`src/rtl/id_ex_stage.sv`:
```
// ID/EX pipeline register with load-use stall and branch-flush control.
// Optional IDEX_PERF_CNT_EN adds stall/flush cycle counters (stall_cnt, flush_cnt).
module id_ex_stage #(
  parameter int XLEN = 32,
  parameter int RA_W = 5
) (
  input  logic            clk,
  input  logic            rst,
  input  logic            RegWrite_D,
  input  logic            MemWrite_D,
  input  logic            ResultSrc_D,
  input  logic            ALUSrc_D,
  input  logic            Branch_D,
  input  logic [2:0]      ALUControl_D,
  input  logic [XLEN-1:0] RD1_D,
  input  logic [XLEN-1:0] RD2_D,
  input  logic [XLEN-1:0] PC_D,
  input  logic [XLEN-1:0] PCPlus4_D,
  input  logic [XLEN-1:0] ImmExt_D,
  input  logic [RA_W-1:0] Rs1_D,
  input  logic [RA_W-1:0] Rs2_D,
  input  logic [RA_W-1:0] Rd_D,
  input  logic            PCSrc_E,
  output logic            RegWrite_E,
  output logic            MemWrite_E,
  output logic            ResultSrc_E,
  output logic            ALUSrc_E,
  output logic            Branch_E,
  output logic [2:0]      ALUControl_E,
  output logic [XLEN-1:0] RD1_E,
  output logic [XLEN-1:0] RD2_E,
  output logic [XLEN-1:0] PC_E,
  output logic [XLEN-1:0] PCPlus4_E,
  output logic [XLEN-1:0] ImmExt_E,
  output logic [RA_W-1:0] Rs1_E,
  output logic [RA_W-1:0] Rs2_E,
  output logic [RA_W-1:0] Rd_E,
  output logic            Valid_E,
  output logic            Stall_F,
  output logic            Stall_D,
  output logic            Flush_D
`ifdef IDEX_PERF_CNT_EN
  ,
  output logic [31:0]     stall_cnt,
  output logic [31:0]     flush_cnt
`endif
);

  logic lduse;
  logic bubble;

  // Rs2 is compared for every instruction; spurious I-type stalls are harmless.
  assign lduse = Valid_E & ResultSrc_E & RegWrite_E & (Rd_E != '0) &
                 ((Rd_E == Rs1_D) | (Rd_E == Rs2_D));

  assign Stall_F = lduse & ~PCSrc_E;
  assign Stall_D = lduse & ~PCSrc_E;
  assign Flush_D = PCSrc_E;
  assign bubble  = PCSrc_E | lduse;

  always_ff @(posedge clk) begin
    if (rst || bubble) begin
      RegWrite_E   <= 1'b0;
      MemWrite_E   <= 1'b0;
      ResultSrc_E  <= 1'b0;
      ALUSrc_E     <= 1'b0;
      Branch_E     <= 1'b0;
      ALUControl_E <= 3'b000;
      RD1_E        <= '0;
      RD2_E        <= '0;
      PC_E         <= '0;
      PCPlus4_E    <= '0;
      ImmExt_E     <= '0;
      Rs1_E        <= '0;
      Rs2_E        <= '0;
      Rd_E         <= '0;
      Valid_E      <= 1'b0;
    end else begin
      RegWrite_E   <= RegWrite_D;
      MemWrite_E   <= MemWrite_D;
      ResultSrc_E  <= ResultSrc_D;
      ALUSrc_E     <= ALUSrc_D;
      Branch_E     <= Branch_D;
      ALUControl_E <= ALUControl_D;
      RD1_E        <= RD1_D;
      RD2_E        <= RD2_D;
      PC_E         <= PC_D;
      PCPlus4_E    <= PCPlus4_D;
      ImmExt_E     <= ImmExt_D;
      Rs1_E        <= Rs1_D;
      Rs2_E        <= Rs2_D;
      Rd_E         <= Rd_D;
      Valid_E      <= 1'b1;
    end
  end

`ifdef IDEX_PERF_CNT_EN
  // Free-running counters; wrap naturally at 2^32.
  always_ff @(posedge clk) begin
    if (rst) begin
      stall_cnt <= '0;
      flush_cnt <= '0;
    end else begin
      stall_cnt <= stall_cnt + {31'd0, Stall_D};
      flush_cnt <= flush_cnt + {31'd0, Flush_D};
    end
  end
`endif

endmodule

```
`config.mk`:
```
export PLATFORM = sky130hd
export DESIGN_NAME = id_ex_stage
export DESIGN_NICKNAME = d
export VERILOG_FILES = /design/src/rtl/id_ex_stage.sv
export SDC_FILE = /design/constraint.sdc
export NUM_CORES = 1
export LEC_CHECK = 0
export CELL_PAD_IN_SITES_DETAIL_PLACEMENT = 0
export CELL_PAD_IN_SITES_GLOBAL_PLACEMENT = 1
export CORE_MARGIN = 2
export CORE_UTILIZATION = 27
export DETAILED_ROUTE_END_ITERATION = 7
export GPL_TIMING_DRIVEN = 0
export MAX_ROUTING_LAYER = met4
export PLACE_DENSITY_LB_ADDON = 0.12
export SLEW_MARGIN = 0
export SYNTH_ARGS = -nofsm -noshare
export SYNTH_HDL_FRONTEND = slang
export SYNTH_SLANG_ARGS = --single-unit
```
`constraint.sdc`:
```
create_clock -name clk -period 6.2 [get_ports clk]
set_input_delay 1.86 -clock clk [delete_from_list [all_inputs] [get_ports clk]]
set_output_delay 1.86 -clock clk [all_outputs]
set_load 0.05 [all_outputs]
```
==> impl_metrics.ini, run 1 <==
[clock_network]
ctsHoldBuffers = 0
clockBufferDepth = 2
clock-sinks = 184
cts_setup_buffers = 0
tritoncts = built
cts.root.buffer_cell = clkbuf_16
cts_buffers = 17
clk_pin_slew_ns = 0.07
clkLatencyLatePin_ns = 0.44
h-tree-depth = 4

[yosys]
ys_types = 15
synth_ff_type = dfxtp_1
synth_top_family_by_area = compound AO/OA/AOI/OAI gates
synthSimpleGateAreaFrac_pct = 12.7
synth-xor-area-share_pct = 1.53
synth_top_area_cell = dfxtp_1
yosysSeqAreaShare_pct = 64.3
synth_seq_cells = 184
synth_top_area_share_pct = 64.3
synth.avg_cell_area_um2 = 9.04
syn_nets = 820
synth_area_leaders = dfxtp_1, a21oi_1, nand2_1
synth_common_cells = nand2_1, dfxtp_1, a21oi_1
syn_area_um2 = 5730
async_flop_share_pct = 0
synth_compound_area_share_pct = 16.5
syn_inst = 634
synth.most_common_cell = nand2_1
synthMuxAreaShare_pct = 0
yosysWarnings = 0
synth_fa_ha_area_share_pct = 0
synth_edf_count = 0

[placed_design]
gp_congestion = 0.790
detailed_place_hpwl_um = 15900
post-place-ws_ns = -0.0399
io_buffers = 372

[critical_path]
r2r_setup_slack_ns = 4.40
crit_chain = clkdlybuf4s50_1, xnor2_1, nand3_1, o22ai_2, buf_2, and3b_1, buf_4, dlygate4sd2_1
rr_endpoint = PC_E[15]$_SDFF_PP0_
cp.buffers_inverters = 4
slowest_delay_ns = 0.52
crit_type = input pin to output port
worst_setup_path_start_kind = input pin
endpoint_kind = output port
critPathSlowestCell = clkdlybuf4s50_1
critical_path_arrival_ns = 4.06
path_max_fanout = 10
critPathRequiredTime_ns = 4.34
critPathTopFamily = buffers and inverters
reg2reg_depth = 5
r2r-start = Rd_E[0]$_SDFF_PP0_

[power]
p_leak_nw = 4.08
power_w = 0.00280
vdd_drop_max_v = 0.000177
p_per_area_nw_per_um2 = 270

[sta]
fin_crit_sh_pct = 95.4
relSlewSlack_pct = 60.8
finalSetupViolCount = 0
rsz0062_at_grt = no
tightest_slew_ns = 0.587
slew_violations = 0
clock_skew_ns = 0.0203
fin_ws_ns = 0.283
fmax_ghz = 0.169
setup_tns_ns = 0
hold_viol = 0
finalCriticalPeriod_ns = 5.92

[hold_path]
hold_class = flip-flop to flip-flop
min_from = ResultSrc_E$_SDFF_PP0_
whs_path_depth = 4
hold_path_end = Rs2_E[4]$_SDFF_PP0_

[route]
wl_um = 21300
vias = 5597
drc = 0
wl_per_cell_um = 16.2
ant_nets = 0
drt_iter0_drc = 158
drtPass1Iterations = 5
avgViaCountPerCell = 4.27

[finish]
final_nets = 1211
antennaDiodeCount = 0
area_delta_synth_final_pct = 80.9
layout-drive-gt1-share_pct = 5.59
fillerInstances = 2049

[floorplan]
die_w_um = 150
io_pins = 373
num_rows = 53
die_area_um2 = 22400
start_util_pct = 27.4
die_h_um = 150
coreArea_um2 = 21000

[global_routing]
overflow = 0
antenna_found_initial = 0
grt_max_degree = 18
grt.total_usage_pct = 18.8
grt_pass1_vias = 5365
grt_pass1_wl_um = 30500

[run]
drv_cap = 0

[status]
outcome = finished, final reports clean
final cells by class:
class	instances	area, um2	share of cell area (%)
repair buffers	372	3720	35.9
flip-flops and latches	184	3680	35.5
multi-input cells	388	1760	17.0
clock buffers	18	429	4.14
well taps	275	344	3.32
plain buffers	62	285	2.75
clock inverters	13	140	1.35
state kept, by name (all words and copies together), names as in the netlist:
register and count:
ImmExt_E 32, PCPlus4_E 32, PC_E 32, RD1_E 32, RD2_E 32, Rd_E 5, Rs1_E 5, Rs2_E 5
ALUControl_E 3, ALUSrc_E 1, Branch_E 1, MemWrite_E 1, RegWrite_E 1, ResultSrc_E 1, Valid_E 1
kinds of logic after synthesis:
family | after synthesis
flops | 184
compound gates | 186
buf+inv | 62
simple gates | 192
xor+xnor | 10
per-stage QoR:
stage / instances / hold slack [ns] / instance area, um2 / utilization, %
after detailed placement: 1281 / 0.832 / 9800 / 46.8
after floorplan: 634 / 0.975 / 5730 / -
after global placement: 1281 / 0.829 / 9800 / 46.8
after CTS: 1312 / 0.853 / 10400 / 49.5
final: 1312 / 0.824 / 10400 / 49.5
after global routing: 1312 / 0.866 / 10400 / 49.5
repair_timing:
item | 4_1_cts | 5_1_grt
hold endpoints to repair | 0 | 0
gates resized for setup | 1 | 1
endpoints found under the setup margin | 1 | 1
worst reg2reg max path, cell delays in order, from the launching register on:
cell	delay, ns
dfxtp_1	0.41
nor3_1	0.10
a21oi_2	0.25
buf_2	0.34
clkbuf_1	0.43
a21oi_1	0.14
placed cells by master, fill, tap and decap left out:
| cell | synthesis | final |
|---|---|---|
| dlymetal6s2s_1 | 0 | 1 |
| a21boi_0 | 1 | 1 |
| inv_8 | 0 | 2 |
| nor2_1 | 2 | 2 |
| buf_1 | 3 | 3 |
| nand2_1 | 185 | 185 |
| inv_6 | 0 | 4 |
| dlygate4sd2_1 | 0 | 1 |
| nor3_1 | 1 | 1 |
| clkbuf_16 | 0 | 17 |
| clkinv_2 | 0 | 1 |
| o22ai_2 | 1 | 1 |
| bufinv_16 | 0 | 1 |
| a21oi_2 | 1 | 1 |
| buf_2 | 18 | 18 |
| and3b_1 | 1 | 1 |
| a21oi_1 | 183 | 183 |
| clkbuf_1 | 33 | 34 |
| clkdlybuf4s50_1 | 0 | 370 |
| buf_4 | 8 | 8 |
| clkinv_8 | 0 | 1 |
| clkinv_4 | 0 | 1 |
| dfxtp_1 | 184 | 184 |
| nand3_1 | 3 | 3 |
| clkinvlp_4 | 0 | 3 |
| xnor2_1 | 10 | 10 |
worst max path at each step:
stage / start / endpoint / slack (ns) / cells past startpoint
4_1_cts: Rs1_D[4] / Stall_D / 0.05 / 7
2_1_floorplan: Rs1_D[4] / Stall_F / 1.06 / 6
3_3_place_gp: Rs1_D[4] / Stall_F / -0.06 / 8
3_5_place_dp: Rs1_D[4] / Stall_F / -0.04 / 8
5_1_grt: Rs1_D[0] / Stall_F / 0.11 / 8
6_report: Rs1_D[0] / Stall_F / 0.28 / 8
report_power, final:
group	internal (W)	total [W]	switching [W]
Clock	0.000566	0.00107	0.000502
Sequential	0.00123	0.00124	0.0000134
Combinational	0.000213	0.000493	0.000280
per-layer routing:
metal / global-route usage (%) / up-vias / share of wire (%) / wire length, um
met4: 7.03 / 0 / 2.5 / 539
met5: - / - / 0 / 0
met1: 19.8 / 2453 / 38 / 8040
met3: 8.51 / 28 / 12 / 2530
li1: - / 2844 / - / -
met2: 30.9 / 272 / 48 / 10100
(Power assumes the default switching activity.)
==> inputs of run 2 (changes only) <==
- CTS_CLUSTER_DIAMETER: not set -> 120
- REMOVE_ABC_BUFFERS: not set -> 1
==> run 2 against run 1 <==
Critical path type unchanged. Largest cell class unchanged. Die area stayed put. Register-to-register slack worse by 0.23 ns. Combinational power is 2% higher. Design area is 1.6% higher. Count of clock-buffer cells in the layout is 1 higher. Sequential power hardly changed. Total power is 2.4% higher. Cell count is 3.4% lower. Critical endpoint unchanged. Core utilization is 0.79 points higher. Non-clock buffer count is 44 lower. Highest routed layer unchanged. Maximum frequency is 3.0% higher. Wire length is 4.3% lower.
==> impl_metrics.ini, run 2 (same netlist as run 1, synthesis figures left out) <==
[power]
p_leak_nw = 4.09
power_w = 0.00287
p_per_area_nw_per_um2 = 272
vdd_drop_max_v = 0.000177

[global_routing]
grt_pass1_wl_um = 30000
overflow = 0
grt.total_usage_pct = 18.1
grt_max_degree = 43
grt_pass1_vias = 5204
antenna_found_initial = 0

[clock_network]
cts.root.buffer_cell = clkbuf_16
clockBufferDepth = 2
clkLatencyLatePin_ns = 0.43
h-tree-depth = 4
clk_pin_slew_ns = 0.07
tritoncts = built
ctsHoldBuffers = 0
cts_buffers = 17
clock-sinks = 184

[sta]
fin_crit_sh_pct = 92.6
finalSetupViolCount = 0
rsz0062_at_grt = no
fmax_ghz = 0.174
clock_skew_ns = 0.0129
finalCriticalPeriod_ns = 5.74
slew_violations = 0
relSlewSlack_pct = 39.1
hold_viol = 0
whs_ns = 0.762
tightest_slew_ns = 0.912

[critical_path]
worst_setup_path_start_kind = input pin
critPathSlowestCell = clkdlybuf4s50_1
crit_type = input pin to output port
path_max_fanout = 29
crit_chain = clkdlybuf4s50_1, xnor2_1, nand3_1, o22ai_4, buf_16, buf_12, and3b_1, dlymetal6s2s_1
slowest_delay_ns = 0.51
critPathRequiredTime_ns = 4.34
critical_path_arrival_ns = 3.88
endpoint_kind = output port

[finish]
mostFrequentLayoutCells = clkdlybuf4s50_1, nand2_1, dfxtp_1
antennaDiodeCount = 0
final_nets = 1167
final_common_cell = clkdlybuf4s50_1
area_delta_synth_final_pct = 83.8
layout-drive-gt1-share_pct = 5.04
fin_area_um2 = 10500

[placed_design]
detailed_place_hpwl_um = 14500
gp_congestion = 0.700
io_buffers = 372
placed_area_um2 = 9920

[floorplan]
start_util_pct = 27.4
die_w_um = 150
num_rows = 53
io_pins = 373
die_h_um = 150
die_area_um2 = 22400
coreArea_um2 = 21000

[run]
drv_cap = 0

[route]
drtPass1Iterations = 5
drc = 0
ant_nets = 0
vias = 5451
wl_per_cell_um = 16.1
drt_iter0_drc = 184
wl_um = 20400
avgViaCountPerCell = 4.30

[status]
outcome = finished, final reports clean

[hold_path]
hold_class = flip-flop to flip-flop
-- run 2: layout make-up --
| class | instances | area (um2) |
|---|---|---|
| Fill cell | 2044 | 10400 |
| Timing Repair Buffer | 390 | 4120 |
| Sequential cell | 184 | 3680 |
| Multi-Input combinational cell | 388 | 1790 |
| Clock buffer | 19 | 433 |
| Tap cell | 275 | 344 |
| Clock inverter | 12 | 168 |
-- run 2: routing by layer --
| layer | track usage [%] | part of all wire [%] | up-vias |
|---|---|---|---|
| met1 | 20.8 | 41 | 2449 |
| met3 | 6.86 | 9.3 | 25 |
| met5 | - | 0 | - |
| li1 | - | - | 2753 |
| met4 | 6.04 | 2.1 | 0 |
| met2 | 29.0 | 48 | 224 |
-- run 2: final timing paths --
kind / startpoint / endpoint / slack, ns / depth (start not counted)
hold reg to reg: Valid_E$_DFF_P_ / RD1_E[7]$_SDFF_PP0_ / 0.76 / 3
setup / recovery: Rs1_D[0] / Stall_F / 0.46 / 8
hold / removal: Valid_E$_DFF_P_ / RD1_E[7]$_SDFF_PP0_ / 0.76 / 3
setup reg to reg: Rd_E[0]$_SDFF_PP0_ / PCPlus4_E[25]$_SDFF_PP0_ / 4.17 / 6
-- run 2: report_power, final --
part	switching [W]	total [W]	internal, W	leakage [nW]
registers	0.0000129	0.00124	0.00123	1.51
logic	0.000280	0.000502	0.000222	2.30
clock network	0.000484	0.00112	0.000641	0.276
-- run 2: critical path, delay by kind of cell --
family | cells | cell delay (ns)
AO/OA/AOI/OAI | 1 | 0.24
XOR/XNOR | 1 | 0.13
buffers and inverters | 4 | 1.32
AND/OR/NAND/NOR | 2 | 0.31
-- run 2: per-stage QoR --
stage | util, % | setup TNS, ns | cells | setup slack (ns)
final | 50.3 | 0 | 1268 | 0.457
after detailed placement | 47.3 | -0.585 | 1236 | -0.294
after global routing | 50.3 | 0 | 1268 | 0.351
after CTS | 50.3 | 0 | 1268 | 0.0596
after global placement | 45.4 | -1159.80 | 1219 | -6.43
after floorplan | - | -300.83 | 572 | -2.38
-- run 2: repair_timing --
action | 4_1_cts | 5_1_grt
setup buffers | 1 | 0
pin swaps | 1 | 0
setup endpoints to repair | 2 | 2
cloned | 0 | 0
resized for setup | 0 | 2
